**src/rtl/raytracer_pkg.sv**
```systemverilog
// Shared constants and enumerations for the voxel ray-traversal pipeline.
package raytracer_pkg;

  localparam int COORD_W    = 6;
  localparam int MAX_VAL    = 31;
  localparam int OCC_ADDR_W = 15;

  typedef enum logic [1:0] {
    ST_HIT   = 2'd0,
    ST_OOB   = 2'd1,
    ST_LIMIT = 2'd2,
    ST_ABORT = 2'd3
  } trav_status_t;

  typedef enum logic [2:0] {
    S_IDLE,
    S_CHECK,
    S_QUERY,
    S_STEP,
    S_DONE
  } trav_state_t;

endpackage

```
**src/rtl/bounds_check.sv**
```systemverilog
// Flags a voxel coordinate triple that lies outside 0..MAX_VAL on any axis.
module bounds_check #(
  parameter int COORD_W = 6,
  parameter int MAX_VAL = 31
) (
  input  logic [COORD_W-1:0] x,
  input  logic [COORD_W-1:0] y,
  input  logic [COORD_W-1:0] z,
  output logic               out_of_bounds
);

  assign out_of_bounds = (x > COORD_W'(MAX_VAL)) ||
                         (y > COORD_W'(MAX_VAL)) ||
                         (z > COORD_W'(MAX_VAL));

endmodule

```
**src/rtl/dda_axis_sel.sv**
```systemverilog
// Picks the axis with the smallest tMax as a one-hot {z,y,x}; ties favour x, then y.
module dda_axis_sel #(
  parameter int T_W = 16
) (
  input  logic [T_W-1:0] tmax_x,
  input  logic [T_W-1:0] tmax_y,
  input  logic [T_W-1:0] tmax_z,
  output logic [2:0]     axis
);

  always_comb begin
    axis = 3'b100;
    if ((tmax_x <= tmax_y) && (tmax_x <= tmax_z)) begin
      axis = 3'b001;
    end else if (tmax_y <= tmax_z) begin
      axis = 3'b010;
    end
  end

endmodule

```
**src/rtl/dda_traverse_ctrl.sv**
```systemverilog
// Sequencer for one 3D DDA ray walk: bounds check -> occupancy query -> axis step,
// until hit, out-of-bounds, step limit or abort.
module dda_traverse_ctrl #(
  parameter int COORD_W   = raytracer_pkg::COORD_W,
  parameter int MAX_VAL   = raytracer_pkg::MAX_VAL,
  parameter int T_W       = 16,
  parameter int MAX_STEPS = 96,
  parameter int CNT_W     = 7
) (
  input  logic                                 clk,
  input  logic                                 rst,
  input  logic                                 start,
  output logic                                 ready,
  input  logic                                 abort,
  input  logic [COORD_W-1:0]                   ix0,
  input  logic [COORD_W-1:0]                   iy0,
  input  logic [COORD_W-1:0]                   iz0,
  input  logic [2:0]                           step_sgn,
  input  logic [T_W-1:0]                       tmax0_x,
  input  logic [T_W-1:0]                       tmax0_y,
  input  logic [T_W-1:0]                       tmax0_z,
  input  logic [T_W-1:0]                       tdelta_x,
  input  logic [T_W-1:0]                       tdelta_y,
  input  logic [T_W-1:0]                       tdelta_z,
  output logic                                 occ_req,
  output logic [raytracer_pkg::OCC_ADDR_W-1:0] occ_addr,
  input  logic                                 occ_valid,
  input  logic                                 occ_hit,
  output logic                                 busy,
  output logic                                 done,
  output logic [1:0]                           status,
  output logic [COORD_W-1:0]                   hit_x,
  output logic [COORD_W-1:0]                   hit_y,
  output logic [COORD_W-1:0]                   hit_z,
  output logic [CNT_W-1:0]                     step_cnt
);

  import raytracer_pkg::*;

  trav_state_t        state_q, state_d;
  logic [COORD_W-1:0] ix_q, ix_d, iy_q, iy_d, iz_q, iz_d;
  logic [2:0]         sgn_q, sgn_d;
  logic [T_W-1:0]     tmax_x_q, tmax_x_d, tmax_y_q, tmax_y_d, tmax_z_q, tmax_z_d;
  logic [T_W-1:0]     tdelta_x_q, tdelta_x_d, tdelta_y_q, tdelta_y_d, tdelta_z_q, tdelta_z_d;
  logic [CNT_W-1:0]   cnt_q, cnt_d;
  trav_status_t       status_q, status_d;
  logic [COORD_W-1:0] hit_x_q, hit_x_d, hit_y_q, hit_y_d, hit_z_q, hit_z_d;

  logic               oob;
  logic [2:0]         axis;
  logic               term;
  trav_status_t       term_status;

  function automatic logic [T_W-1:0] sat_add(input logic [T_W-1:0] a, input logic [T_W-1:0] b);
    logic [T_W:0] sum;
    sum = {1'b0, a} + {1'b0, b};
    return sum[T_W] ? {T_W{1'b1}} : sum[T_W-1:0];
  endfunction

  // Wraps modulo 2**COORD_W on purpose: 0-1 and 31+1 both land in the guard range.
  function automatic logic [COORD_W-1:0] step_coord(input logic [COORD_W-1:0] c, input logic up);
    return up ? (c + COORD_W'(1)) : (c - COORD_W'(1));
  endfunction

  bounds_check #(
    .COORD_W (COORD_W),
    .MAX_VAL (MAX_VAL)
  ) u_bounds (
    .x             (ix_q),
    .y             (iy_q),
    .z             (iz_q),
    .out_of_bounds (oob)
  );

  dda_axis_sel #(
    .T_W (T_W)
  ) u_axis_sel (
    .tmax_x (tmax_x_q),
    .tmax_y (tmax_y_q),
    .tmax_z (tmax_z_q),
    .axis   (axis)
  );

  always_comb begin
    state_d     = state_q;
    ix_d        = ix_q;
    iy_d        = iy_q;
    iz_d        = iz_q;
    sgn_d       = sgn_q;
    tmax_x_d    = tmax_x_q;
    tmax_y_d    = tmax_y_q;
    tmax_z_d    = tmax_z_q;
    tdelta_x_d  = tdelta_x_q;
    tdelta_y_d  = tdelta_y_q;
    tdelta_z_d  = tdelta_z_q;
    cnt_d       = cnt_q;
    status_d    = status_q;
    hit_x_d     = hit_x_q;
    hit_y_d     = hit_y_q;
    hit_z_d     = hit_z_q;
    term        = 1'b0;
    term_status = ST_HIT;

    case (state_q)
      S_IDLE: begin
        if (start) begin
          ix_d       = ix0;
          iy_d       = iy0;
          iz_d       = iz0;
          sgn_d      = step_sgn;
          tmax_x_d   = tmax0_x;
          tmax_y_d   = tmax0_y;
          tmax_z_d   = tmax0_z;
          tdelta_x_d = tdelta_x;
          tdelta_y_d = tdelta_y;
          tdelta_z_d = tdelta_z;
          cnt_d      = '0;
          state_d    = S_CHECK;
        end
      end
      S_CHECK: begin
        if (abort) begin
          term        = 1'b1;
          term_status = ST_ABORT;
        end else if (oob) begin
          term        = 1'b1;
          term_status = ST_OOB;
        end else begin
          cnt_d   = cnt_q + CNT_W'(1);
          state_d = S_QUERY;
        end
      end
      S_QUERY: begin
        // Abort outranks a coincident memory response, which is then dropped.
        if (abort) begin
          term        = 1'b1;
          term_status = ST_ABORT;
        end else if (occ_valid) begin
          if (occ_hit) begin
            term        = 1'b1;
            term_status = ST_HIT;
          end else if (cnt_q == CNT_W'(MAX_STEPS)) begin
            term        = 1'b1;
            term_status = ST_LIMIT;
          end else begin
            state_d = S_STEP;
          end
        end
      end
      S_STEP: begin
        if (abort) begin
          term        = 1'b1;
          term_status = ST_ABORT;
        end else begin
          if (axis[0]) begin
            ix_d     = step_coord(ix_q, sgn_q[0]);
            tmax_x_d = sat_add(tmax_x_q, tdelta_x_q);
          end else if (axis[1]) begin
            iy_d     = step_coord(iy_q, sgn_q[1]);
            tmax_y_d = sat_add(tmax_y_q, tdelta_y_q);
          end else begin
            iz_d     = step_coord(iz_q, sgn_q[2]);
            tmax_z_d = sat_add(tmax_z_q, tdelta_z_q);
          end
          state_d = S_CHECK;
        end
      end
      S_DONE: begin
        state_d = S_IDLE;
      end
      default: begin
        state_d = S_IDLE;
      end
    endcase

    if (term) begin
      state_d  = S_DONE;
      status_d = term_status;
      hit_x_d  = ix_q;
      hit_y_d  = iy_q;
      hit_z_d  = iz_q;
    end
  end

  always_ff @(posedge clk) begin
    if (rst) begin
      state_q    <= S_IDLE;
      ix_q       <= '0;
      iy_q       <= '0;
      iz_q       <= '0;
      sgn_q      <= '0;
      tmax_x_q   <= '0;
      tmax_y_q   <= '0;
      tmax_z_q   <= '0;
      tdelta_x_q <= '0;
      tdelta_y_q <= '0;
      tdelta_z_q <= '0;
      cnt_q      <= '0;
      status_q   <= ST_HIT;
      hit_x_q    <= '0;
      hit_y_q    <= '0;
      hit_z_q    <= '0;
    end else begin
      state_q    <= state_d;
      ix_q       <= ix_d;
      iy_q       <= iy_d;
      iz_q       <= iz_d;
      sgn_q      <= sgn_d;
      tmax_x_q   <= tmax_x_d;
      tmax_y_q   <= tmax_y_d;
      tmax_z_q   <= tmax_z_d;
      tdelta_x_q <= tdelta_x_d;
      tdelta_y_q <= tdelta_y_d;
      tdelta_z_q <= tdelta_z_d;
      cnt_q      <= cnt_d;
      status_q   <= status_d;
      hit_x_q    <= hit_x_d;
      hit_y_q    <= hit_y_d;
      hit_z_q    <= hit_z_d;
    end
  end

  // Coordinates never move while in QUERY, so the address is stable for the whole request.
  assign occ_addr = {iz_q[4:0], iy_q[4:0], ix_q[4:0]};
  assign occ_req  = (state_q == S_QUERY);
  assign ready    = (state_q == S_IDLE);
  assign busy     = (state_q == S_CHECK) || (state_q == S_QUERY) || (state_q == S_STEP);
  assign done     = (state_q == S_DONE);
  assign status   = status_q;
  assign hit_x    = hit_x_q;
  assign hit_y    = hit_y_q;
  assign hit_z    = hit_z_q;
  assign step_cnt = cnt_q;

endmodule

```
**config.mk**
```make
export PLATFORM = sky130hd
export DESIGN_NAME = dda_traverse_ctrl
export DESIGN_NICKNAME = d
export VERILOG_FILES = /design/src/rtl/raytracer_pkg.sv /design/src/rtl/bounds_check.sv /design/src/rtl/dda_axis_sel.sv /design/src/rtl/dda_traverse_ctrl.sv
export SDC_FILE = /design/constraint.sdc
export NUM_CORES = 1
export LEC_CHECK = 0
export BUFFER_PORTS_ARGS = -buffer_cell sky130_fd_sc_hd__buf_2
export CORE_ASPECT_RATIO = 0.8
export CORE_MARGIN = 4
export CORE_UTILIZATION = 55
export CTS_CLUSTER_DIAMETER = 150
export DETAILED_ROUTE_END_ITERATION = 7
export PLACE_DENSITY = 0.86
export SKIP_CTS_REPAIR_TIMING = 1
export SLEW_MARGIN = 10
export SYNTH_ARGS = -nofsm -noshare
export SYNTH_HDL_FRONTEND = slang
export SYNTH_SLANG_ARGS = --single-unit
```
**constraint.sdc**
```tcl
create_clock -name clk -period 7.8 [get_ports clk]
set_clock_uncertainty 0.2 [all_clocks]
set_input_delay 1.56 -clock clk [delete_from_list [all_inputs] [get_ports clk]]
set_output_delay 1.56 -clock clk [all_outputs]
set_load 0.02 [all_outputs]
```
==> metrics.txt <==
overall routed net length around 27000 um; P&R area growth vs syn 15.07%; fraction of layout cells with a size suffix above 1 0.1620; largest net degree at the start of global routing 77; initial antenna violation count 0; clock sinks 147; crit path time final 3.633 ns; utilization after layout 0.6558; crit end category flop; Max Slew Vio Count 0; Max clock buf depth 2; Seq/Total Area, Yosys 0.3070; yosys warns 0; initial core utilization 0.5699; Clock Tree Root clkbuf_16; outcome finished, final reports clean; Antenna diodes 0; worst path arrival time 3.79 ns; peak supply drop about 0.00018 V; Cell variety after synth 61; core area around 0.017 sq mm; CTS Buf Count 17; Max FO, Critical Path 15; final instance area 0.01103 sq mm; Die Y 126.1 um; chip width between 150 and 200 um; power density over the cells 318.3 mW/mm^2; GR Util All Layers 0.2744; later-pin clock latency in the skew report around 0.43 ns; num rows 42; Port Buffers 168; Final nets roughly 1600; die area 0.01962 sq mm; Req. time, crit path ~8 ns; DR pass1 iterations 8; fin crit share 0.4657; Final setup viols 0; syn nets around 1500; Syn Inst Count between 1000 and 1500; register bit total from synthesis around 150; number of DRC markers in iteration 0 between 800 and 900; Worst slew margin 0.2037; routed wire length per instance approximately 17 um; Max-Cap Viols 0; Post-synth EDFFs 0; Setup TNS 0 ns; RD Place Congestion roughly 0.94; Via-to-Cell Ratio between 6 and 7; Final HPWL DP about 20000 um; post-place instance area 0.01042 sq mm; leak pwr 0.004826 uW; Fin. Hold Viols 0; Vias 9469; RSZ-0062 raised after global routing false; Worst-path clk slew about 0.06 ns; H-tree depth 4; CTS tree done; Worst-Margin Slew 1.194 ns; Syn Area/Cell roughly 7.8 sq um; global-route wire length before repair roughly 44000 um; ys flop type dfxtp_1; Mapped Area approximately 0.0096 sq mm; Post-synth ARST share 0; I/O Pins about 170; Max Fclk between 0.2 and 0.3 GHz; number of global-route vias before repair 9081; WS Path Type reg2reg; CP startpoint kind flop; grt total ovfl 0; worst hold path class reg2reg; Post-DRT Antenna Nets 0; Residual DRC 0
==> critical path: stages (launching register included) <==
cell and delay (ns):
dfxtp_1 0.39, ha_1 0.22, inv_1 0.06, fa_1 0.40, nor2b_1 0.11, o21ai_0 0.13
o211ai_1 0.36, a31oi_1 0.25, o21ai_1 0.94, o221ai_1 0.30, a21oi_1 0.19
==> cell usage after synthesis (3+ instances only) <==
cell type,n,share of area
nand2_1,236,0.092
a21oi_1,187,0.098
dfxtp_1,147,0.31
ha_1,110,0.14
nor2_1,62,0.024
inv_1,57,0.022
clkbuf_1,45,0.018
o221ai_1,40,0.037
o21ai_0,39,0.020
xnor2_1,32,0.029
a21o_1,26,0.020
nor3_1,26,0.014
a211oi_1,19,0.015
xor2_1,19,0.017
buf_4,15,0.012
nand4_1,15,0.0098
o211ai_1,14,0.011
buf_2,11,0.0057
nand3_1,11,0.0057
o21a_1,10,0.0078
or3_1,10,0.0065
nor2b_1,8,0.0052
o21bai_1,7,0.0055
fa_1,6,0.013
a311oi_1,5,0.0046
a31oi_1,5,0.0033
nand2b_1,5,0.0033
a31o_2,4,0.0037
and2_1,4,0.0026
nor4_1,4,0.0026
a221oi_1,3,0.0027
and3_1,3,0.0020
inv_2,3,0.0012
mux2i_1,3,0.0031
nor4b_1,3,0.0027
o32ai_1,3,0.0027
==> cell families after synthesis <==
group,Yosys count,share of synthesized area
DFF,147,0.3070
buffers and inverters,132,0.05901
AOI/OAI and AO/OA,384,0.2508
muxes,3,0.003133
xor gates and xnor gates,51,0.04661
adders and majority gates,116,0.1561
and+or+nand+nor,394,0.1773
==> final timing paths <==
check,startpoint,end,slack [ns],cells after the start
worst min-delay path,hit_z[2],hit_z[2],0.25,2
worst max-delay path,tmax_y_q[0],tmax_y_q[4],4.17,10
worst min register to register,hit_z[2],hit_z[2],0.25,2
worst max register to register,tmax_y_q[0],tmax_y_q[4],4.17,10
==> routing by layer <==
layer  part of all wire  global-route usage  up-vias
li1                   -                   -     4624
met1               0.43              0.3801     4369
met4              0.022             0.08543        0
met2               0.45              0.4262      421
met3              0.098             0.06241       55
met5                  0                   0        -
==> sequential cells by signal, summed over array words and instances, names as in the netlist <==
name,cells
hit_x,6
tmax_x_q,16
tdelta_y_q,16
step_cnt,7
iy_q,6
tmax_z_q,16
sgn_q,3
hit_y,6
tdelta_x_q,16
tdelta_z_q,16
tmax_y_q,16
iz_q,6
status,2
hit_z,6
state_q,3
ix_q,6
==> through the flow <==
stage | power (uW) | hold WS (ns) | instances | setup slack (ns)
4_1_cts | 3491 | 0.2519 | 1578 | 4.229
6_report | 3510 | 0.2519 | 1578 | 4.167
2_1_floorplan | 2238 | 0.2400 | 1227 | 4.481
3_5_place_dp | 2620 | 0.2440 | 1548 | 3.812
3_3_place_gp | 2553 | 0.2402 | 1548 | 3.896
5_1_grt | 3753 | 0.2650 | 1578 | 3.809
==> placed cells by master, fill, tap and decap left out, drive strengths merged, types with 4 or more instances in the layout <==
master / count
inv: 61
or3: 11
a31oi: 5
o211ai: 14
a221oi: 4
clkbuf: 22
a21oi: 187
nand2: 236
and2: 4
nor3: 27
nand3: 11
xor2: 19
o21bai: 7
fa: 6
a31o: 4
nor2b: 8
nand2b: 5
a21o: 26
buf: 173
o221ai: 40
dfxtp: 147
ha: 110
o21a: 10
nor2: 63
xnor2: 32
a211oi: 19
o21ai: 41
nor4: 4
nand4: 15
a311oi: 5
==> report_power, final <==
part           switching [uW]  total [uW]  internal, uW
logic                     971        1580           605
registers                 169        1070           903
clock network             329         863           534
==> final cells by class <==
| cell class | count | area (sq um) |
|---|---|---|
| Clock inverter | 8 | 125.1 |
| Clock buffer | 22 | 484.2 |
| Timing Repair Buffer | 173 | 880.8 |
| Sequential cell | 147 | 2943 |
| Inverter | 60 | 225.2 |
| Tap cell | 220 | 275.3 |
| Fill cell | 1469 | 5788 |
| Multi-Input combinational cell | 948 | 6095 |
No activity file was read; power rests on OpenSTA's default activity.
